`src/rtl/pc_sequencer_if.sv`:
```
// Decode-to-sequencer bus: instruction/flag inputs in, pc load command out.
interface pc_sequencer_if #(
    parameter int unsigned AW = 8
);
    logic          instr_valid;
    logic [3:0]    op;
    logic [AW-1:0] target;
    logic [AW-1:0] pc;
    logic          flag_z;
    logic          flag_n;
    logic          flag_c;
    logic          resume;
    logic          pc_load;
    logic [AW-1:0] pc_k8;

    modport master (
        output instr_valid, op, target, pc, flag_z, flag_n, flag_c, resume,
        input  pc_load, pc_k8
    );

    modport slave (
        input  instr_valid, op, target, pc, flag_z, flag_n, flag_c, resume,
        output pc_load, pc_k8
    );
endinterface

```
`src/rtl/pc_sequencer.sv`:
```
// Control-flow sequencer: decides pc load/target each cycle, with a hardware return stack,
// stall, HALT/resume and a sticky stack-fault state.
module pc_sequencer #(
    parameter int unsigned          AW        = 8,
    parameter int unsigned          DEPTH     = 4,
    parameter logic [AW-1:0]        RESET_VEC = 8'h00,
    parameter logic [AW-1:0]        FAULT_VEC = 8'hFF
) (
    input  logic                      clk,
    input  logic                      rst_n,
    pc_sequencer_if.slave             bus,
    output logic                      flush,
    output logic                      halted,
    output logic                      stack_err,
    output logic [$clog2(DEPTH):0]    sp_depth
);
    localparam int unsigned IW = $clog2(DEPTH);
    localparam logic [IW:0] SpFull = (IW + 1)'(DEPTH);

    localparam logic [1:0] StRun    = 2'd0;
    localparam logic [1:0] StHalted = 2'd1;
    localparam logic [1:0] StFault  = 2'd2;

    localparam logic [3:0] OpJmp  = 4'd1;
    localparam logic [3:0] OpJeq  = 4'd2;
    localparam logic [3:0] OpJne  = 4'd3;
    localparam logic [3:0] OpJgt  = 4'd4;
    localparam logic [3:0] OpJlt  = 4'd5;
    localparam logic [3:0] OpJge  = 4'd6;
    localparam logic [3:0] OpJle  = 4'd7;
    localparam logic [3:0] OpJcr  = 4'd8;
    localparam logic [3:0] OpCall = 4'd9;
    localparam logic [3:0] OpRet  = 4'd10;
    localparam logic [3:0] OpHalt = 4'd11;

    logic [1:0]    state_q, state_d;
    logic [IW:0]   sp_q;
    logic [AW-1:0] stack_q [DEPTH];
    logic [IW-1:0] top_idx;
    logic [AW-1:0] ret_addr;
    logic          push, pop, taken, cond;

    assign top_idx  = IW'(sp_q - 1'b1);
    assign ret_addr = bus.pc + AW'(1);
    assign sp_depth = sp_q;

    always_comb begin
        cond = 1'b0;
        unique case (bus.op)
            OpJmp:   cond = 1'b1;
            OpJeq:   cond = bus.flag_z;
            OpJne:   cond = !bus.flag_z;
            OpJgt:   cond = !bus.flag_z && !bus.flag_n;
            OpJlt:   cond = bus.flag_n;
            OpJge:   cond = !bus.flag_n;
            OpJle:   cond = bus.flag_z || bus.flag_n;
            OpJcr:   cond = bus.flag_c;
            default: cond = 1'b0;
        endcase
    end

    always_comb begin
        bus.pc_load = 1'b0;
        bus.pc_k8   = bus.pc;
        push        = 1'b0;
        pop         = 1'b0;
        taken       = 1'b0;
        state_d     = state_q;
        // Reset drives the vector combinationally so pc is forced while rst_n is low.
        if (!rst_n) begin
            bus.pc_load = 1'b1;
            bus.pc_k8   = RESET_VEC;
        end else begin
            case (state_q)
                StRun: begin
                    if (!bus.instr_valid) begin
                        bus.pc_load = 1'b1;
                    end else if (bus.op == OpCall) begin
                        bus.pc_load = 1'b1;
                        if (sp_q == SpFull) begin
                            bus.pc_k8 = FAULT_VEC;
                            state_d   = StFault;
                        end else begin
                            bus.pc_k8 = bus.target;
                            push      = 1'b1;
                            taken     = 1'b1;
                        end
                    end else if (bus.op == OpRet) begin
                        bus.pc_load = 1'b1;
                        if (sp_q == '0) begin
                            bus.pc_k8 = FAULT_VEC;
                            state_d   = StFault;
                        end else begin
                            bus.pc_k8 = stack_q[top_idx];
                            pop       = 1'b1;
                            taken     = 1'b1;
                        end
                    end else if (bus.op == OpHalt) begin
                        bus.pc_load = 1'b1;
                        state_d     = StHalted;
                    end else if (cond) begin
                        bus.pc_load = 1'b1;
                        bus.pc_k8   = bus.target;
                        taken       = 1'b1;
                    end
                end
                StHalted: begin
                    // Leaving HALTED lets pc step past the HALT instruction.
                    if (bus.resume) begin
                        state_d = StRun;
                    end else begin
                        bus.pc_load = 1'b1;
                    end
                end
                default: begin
                    bus.pc_load = 1'b1;
                    bus.pc_k8   = FAULT_VEC;
                    state_d     = StFault;
                end
            endcase
        end
    end

    always_ff @(posedge clk or negedge rst_n) begin
        if (!rst_n) begin
            state_q   <= StRun;
            sp_q      <= '0;
            flush     <= 1'b0;
            halted    <= 1'b0;
            stack_err <= 1'b0;
            for (int i = 0; i < int'(DEPTH); i++) begin
                stack_q[i] <= '0;
            end
        end else begin
            state_q   <= state_d;
            flush     <= taken;
            halted    <= (state_d == StHalted);
            stack_err <= (state_d == StFault);
            if (push) begin
                stack_q[sp_q[IW-1:0]] <= ret_addr;
                sp_q                  <= sp_q + 1'b1;
            end else if (pop) begin
                sp_q <= sp_q - 1'b1;
            end
        end
    end
endmodule

```
`src/flat_wrapper.sv`:
```
// flat-port wrapper written by rule: the top's interface ports become plain ports
module pc_sequencer_flat 
#(
    parameter int unsigned          AW        = 8,
    parameter int unsigned          DEPTH     = 4,
    parameter logic [AW-1:0]        RESET_VEC = 8'h00,
    parameter logic [AW-1:0]        FAULT_VEC = 8'hFF
)
  (clk, rst_n, flush, halted, stack_err, sp_depth, bus_instr_valid, bus_op, bus_target, bus_pc, bus_flag_z, bus_flag_n, bus_flag_c, bus_resume, bus_pc_load, bus_pc_k8);
  pc_sequencer_if #(.AW(AW)) bus_i ();
  input  logic clk;
  input  logic rst_n;
  output logic flush;
  output logic halted;
  output logic stack_err;
  output logic [$clog2(DEPTH):0] sp_depth;
  input wire logic [$bits(bus_i.instr_valid)-1:0] bus_instr_valid;
  input wire logic [$bits(bus_i.op)-1:0] bus_op;
  input wire logic [$bits(bus_i.target)-1:0] bus_target;
  input wire logic [$bits(bus_i.pc)-1:0] bus_pc;
  input wire logic [$bits(bus_i.flag_z)-1:0] bus_flag_z;
  input wire logic [$bits(bus_i.flag_n)-1:0] bus_flag_n;
  input wire logic [$bits(bus_i.flag_c)-1:0] bus_flag_c;
  input wire logic [$bits(bus_i.resume)-1:0] bus_resume;
  output wire logic [$bits(bus_i.pc_load)-1:0] bus_pc_load;
  output wire logic [$bits(bus_i.pc_k8)-1:0] bus_pc_k8;
  assign bus_i.instr_valid = bus_instr_valid;
  assign bus_i.op = bus_op;
  assign bus_i.target = bus_target;
  assign bus_i.pc = bus_pc;
  assign bus_i.flag_z = bus_flag_z;
  assign bus_i.flag_n = bus_flag_n;
  assign bus_i.flag_c = bus_flag_c;
  assign bus_i.resume = bus_resume;
  assign bus_pc_load = bus_i.pc_load;
  assign bus_pc_k8 = bus_i.pc_k8;
  pc_sequencer #(.AW(AW), .DEPTH(DEPTH), .RESET_VEC(RESET_VEC), .FAULT_VEC(FAULT_VEC)) u_core (.clk(clk), .rst_n(rst_n), .bus(bus_i), .flush(flush), .halted(halted), .stack_err(stack_err), .sp_depth(sp_depth));
endmodule
```
`config.mk`:
```
export PLATFORM = sky130hd
export DESIGN_NAME = pc_sequencer_flat
export DESIGN_NICKNAME = d
export VERILOG_FILES = /design/src/rtl/pc_sequencer_if.sv /design/src/rtl/pc_sequencer.sv /design/src/flat_wrapper.sv
export SDC_FILE = /design/constraint.sdc
export NUM_CORES = 1
export LEC_CHECK = 0
export ABC_CLOCK_PERIOD_IN_PS = 9600
export CORE_MARGIN = 1.5
export CORE_UTILIZATION = 41
export CTS_CLUSTER_DIAMETER = 80
export DETAILED_ROUTE_END_ITERATION = 16
export SYNTH_ARGS = -nofsm -noshare
export SYNTH_HDL_FRONTEND = slang
export SYNTH_SLANG_ARGS = --single-unit
```
`constraint.sdc`:
```
create_clock -name clk -period 9.6 [get_ports clk]
set_clock_uncertainty 0.15 [all_clocks]
set_input_delay 1.92 -clock clk [delete_from_list [all_inputs] [get_ports clk]]
set_output_delay 1.92 -clock clk [all_outputs]
set_load 0.05 [all_outputs]
```
## Yosys cells after proc, flatten, opt, wreduce, memory -nomap -nowiden

Index checks and enable logic that the tools add are counted.
Widths: inputs -> output; s select.

- Add/sub/neg operators: 3
- $lt $le $gt $ge: 3
- Equal/unequal tests: 15
- Mux-type cells: 52
- Bitwise operators: 2
- Reduce and logical (&&, ||, !) cells: 8

Operators by type and width:

| cell | number |
|---|---|
| $mux 8 | 11 |
| $bwmux 32 | 1 |
| $mux 1 | 24 |
| $bmux 8 s2 | 1 |
| $demux 8 s2 | 1 |
| $eq 4x3->1 const B | 4 |
| $eq 4x4->1 const B | 4 |
| $mux 2 | 8 |
| $pmux 8 s2 | 1 |
| $add 8x1->8 const B | 1 |
| $eq 4x2->1 const B | 2 |
| $pmux 1 s8 | 1 |
| $ge 3x3->1 const B | 2 |
| $mux 3 | 2 |
| $not 2->3 | 2 |
| $eq 2x1->1 const B | 2 |
| $eq 4x1->1 const B | 1 |
| $pmux 2 s2 | 1 |
| $add 3x1->3 const B | 1 |
| $eq 3x3->1 const B | 1 |
| $logic_not 3->1 | 1 |
| $lt 3x1->1 const B | 1 |
| $sub 3x1->3 const B | 1 |
| $eq 2x2->1 const B | 1 |
| 6 further kinds | 8 |

- Bits in registers: 40
- Output and inout bits: 15
- Word-level logic and storage cells: 92

## Logic depth before layout (Yosys ltp)

- Depth in word-level cells: 11
- Mapped depth: 10
- Depth with buffers taken out: 7

## Worst setup path before layout

Ideal clock, no wire load.

- Path type: input to output
- Start point: input bus_op[1]
- End point: output bus_pc_k8[2]
- Arrival time: 4103 ps
- Slack: 3427 ps
- Stages on the path: 7
- Buffers on the path: 2
- Path through: buf_4 > nand2_2 > a311o_1 > or2_0 > buf_6 > a31o_2 > o21ai_0

- Cells in the longest elaborated chain, start to end: 9
- Elaborated cells on any way between the ends: 19

RTL lines:

| what | line | RTL |
|---|---|---|
| start, declared | flat_wrapper.sv:18 | `input wire logic [$bits(bus_i.op)-1:0] bus_op;` |
| $eq 4x4->1, or another cell as far along | pc_sequencer.sv:49 | `unique case (bus.op)` |
| $pmux 1 s8 | pc_sequencer.sv:49 |  |
| $mux 8 | pc_sequencer.sv:101 | `end else if (cond) begin` |
| $mux 8 | pc_sequencer.sv:98 | `end else if (bus.op == OpHalt) begin` |
| $mux 8 | pc_sequencer.sv:88 | `end else if (bus.op == OpRet) begin` |
| $mux 8 * | pc_sequencer.sv:78 | `end else if (bus.op == OpCall) begin` |
| $mux 8 * | pc_sequencer.sv:76 | `if (!bus.instr_valid) begin` |
| $pmux 8 s2 * | pc_sequencer.sv:74 | `case (state_q)` |
| $mux 8 * | pc_sequencer.sv:70 | `if (!rst_n) begin` |
| end, declared | flat_wrapper.sv:26 | `output wire logic [$bits(bus_i.pc_k8)-1:0] bus_pc_k8;` |

Every way passes the cells marked *; elsewhere a longest branch is shown, timed or not.

## Worst setup path after layout

- Start point: input bus_op[1]
- End point: output bus_pc_k8[0]

The elaborated chain is that of the path after synthesis.

==> summary.txt <==
Synthesis
  • Top-count cell post-synth: dfrtp_1
  • FFs w/ async S/R, synth: 100%
  • Synth Flop Type: dfrtp_1
  • Area leader, netlist: dfrtp_1
  • Main area contributors after synthesis: dfrtp_1, o21ai_0, mux4_2, nand2_1, o221ai_1
  • YS warnings: 0
  • Share of the synthesized area in the top cell type: 38.7%
  • Post-Syn Nets: 319
  • Register area share after synthesis: 38.7%
  • Syn Inst Count: 285
  • Unique masters post-synth: 47
  • Synth Cell Area: 2590 um^2
  • Synthesized area per cell: 9.07 um^2
  • EDFF count, synth: 0
  • Synthesis-stage register bit count: 40
  • Most common library cells after synthesis: dfrtp_1, o21ai_0, nand2_1

Drt
  • DRC: 0
  • DR vias/cell: 5.91
  • DRT Wirelength: 7120 um
  • DRT iter0 DRCs: 177
  • Routed len/inst: 18.2 um
  • Router iterations before antenna repair: 4
  • Routed vias: 2,316
  • Final ANT Viol Nets: 0

CTS
  • TritonCTS buffer count: 5
  • Clk slew on worst S/H paths: 70 ps
  • # H-tree levels: 2
  • Postcts setup bufs: 0
  • TritonCTS clock tree: done
  • CTS resizes: 0
  • Clock tree sinks: 40
  • Clock Tree Buf Depth: 2
  • Clock Root Buffer: clkbuf_8
  • Clk_lat worst skew: 290 ps
  • Post-CTS Hold Fix Bufs: 0

Floorplan
  • Starting Density: 43.2%
  • Number of I/O pins: 42
  • Die Width: 82.4 um
  • Die area: 6790 um^2
  • Die Span Y: 82.4 um
  • Row cnt: 28
  • Core outline area: 5990 um^2

STA
  • Final setup vio count: 0
  • Hold Fails Final Rpt: 0
  • Worst-margin pin slew: 734 ps
  • Setup TNS: 0 ps
  • Period utilization: 73.1%
  • Relative slew margins: 51.1%
  • Post-layout minimum cycle time: 7010 ps
  • Fmax: 143 MHz
  • RSZ-0062 raised after global routing: no
  • Pins Over Slew Limit: 0

Final layout
  • Final std cells w/o fill: 392
  • Ant diodes: 0
  • Layout area overhead: 21.2%
  • Nets: 350
  • Layout cell share with drive strength beyond 1: 9.78%

Power
  • Static leakage: 1.28 nW
  • P per Cell Area: 194 nW/um^2
  • VDD IR max: 0.0874 mV

Job
  • Max-cap violations: 0

Placement
  • IO Port Bufs: 41
  • DP HPWL: 4750 um
  • Final GP Congestion: 0.815
  • Cells after DPL: 384

Setup path
  • CP Launch Type: primary input
  • CP max stage delay: 840 ps
  • CP cell instances: clkdlybuf4s50_1, nand2_2, a311o_1, or2_0, a311o_1, o22ai_1, clkdlybuf4s50_1
  • Arrival time worst endpoint: 4940 ps
  • Crit Path Max Fanout: 12
  • Worst EP required: 7530 ps
  • Crit end category: output pin
  • Slowest stage cell on the critical path: clkdlybuf4s50_1
  • Critical path class: primary input to output pin

Global routing
  • First-pass GRT wire length: 11,200 um
  • GR Overflow Total: 0
  • Number of global-route vias before repair: 2,185
  • Gr usage total: 22.3%
  • Initial antenna violation count: 0
  • Largest net degree at the start of global routing: 55

Outcome
  • Status: finished, final reports clean

Min path
  • Hold crit path type: register to register
## layout by cell type, fill, tap and decap left out, types with 4 or more instances in the layout
cell type and instances:
o21ai_0 38, mux4_2 8, o22ai_1 4, clkdlybuf4s50_1 40, o221ai_1 13, nor2_1 15, ha_1 7, nand2b_1 4
a31o_2 6, clkbuf_8 7, nand2_1 34, nand3_1 5, dfrtp_1 40, o211ai_1 5, a21oi_1 15, inv_1 17
xnor2_1 7, mux2_2 4, and2_1 4
## power breakdown
part | leakage, nW | switching, mW | internal (mW)
clock | 0.0645 | 0.0597 | 0.0918
sequential | 0.542 | 0.0273 | 0.190
combinational | 0.676 | 0.141 | 0.100
total | 1.28 | 0.228 | 0.381
## worst paths after layout
kind | from | end | slack, ps | cells past startpoint
worst max-delay path | bus_op[1] | bus_pc_k8[0] | 2590 | 7
worst min-delay path | u_core.stack_q[22] | u_core.stack_q[22] | 330 | 2
worst max register to register | u_core.sp_depth[0] | u_core.stack_q[1] | 6490 | 6
worst min register to register | u_core.stack_q[22] | u_core.stack_q[22] | 330 | 2
max in group asynchronous | rst_n | u_core.stack_q[5] | 7270 | 2
min in group asynchronous | rst_n | u_core.state_q[0] | 1600 | 2
## per-stage QoR
stage	hold WS (ps)	instance area [um^2]	power [mW]	util, %	setup slack, ps
after floorplan	295	2590	0.381	-	3430
after global placement	308	3010	0.458	50.2	2650
after detailed placement	315	3010	0.461	50.2	2630
after CTS	333	3140	0.614	52.3	2610
after global routing	366	3140	0.643	52.3	2440
final	325	3140	0.609	52.3	2590
## worst max-delay path, delay by kind of cell
| family | cells | cell delay (ps) |
|---|---|---|
| buffers and inverters | 2 | 1520 |
| AO/OA/AOI/OAI | 3 | 960 |
| AND/OR/NAND/NOR | 2 | 550 |
## kinds of logic (layout without fill, tap and decap cells)
kind of cell | Yosys count | after routing | synth area share (%)
compound gates | 98 | 98 | 24.3
simple gates | 86 | 86 | 16.8
flops | 40 | 40 | 38.7
buf+inv | 35 | 67 | 5.71
mux | 12 | 12 | 8.71
fa+ha+maj | 7 | 7 | 3.39
xor+xnor | 7 | 7 | 2.37
## state kept, by name (all words and copies together) (netlist names)
register	count
u_core.sp_depth	3
u_core.state_q	2
u_core.stack_err	1
u_core.stack_q	32
u_core.halted	1
u_core.flush	1
## layer usage
metal | wire [um] | up-vias | GRT usage, %
li1 | - | 1104 | -
met1 | 3230 | 1128 | 31.6
met2 | 3340 | 73 | 34.5
met3 | 434 | 11 | 3.41
met4 | 120 | 0 | 7.97
met5 | 0 | - | 0
## cell type report
type / instances / area, um^2
inverters: 17 / 63.8
clock inverters: 1 / 30.0
fillers: 575 / 2860
multi-input cells: 210 / 1440
well taps: 75 / 93.8
clock buffers: 7 / 96.3
flip-flops and latches: 40 / 1000
repair buffers: 42 / 413
Note: power is estimated with default switching activity, not from simulation.
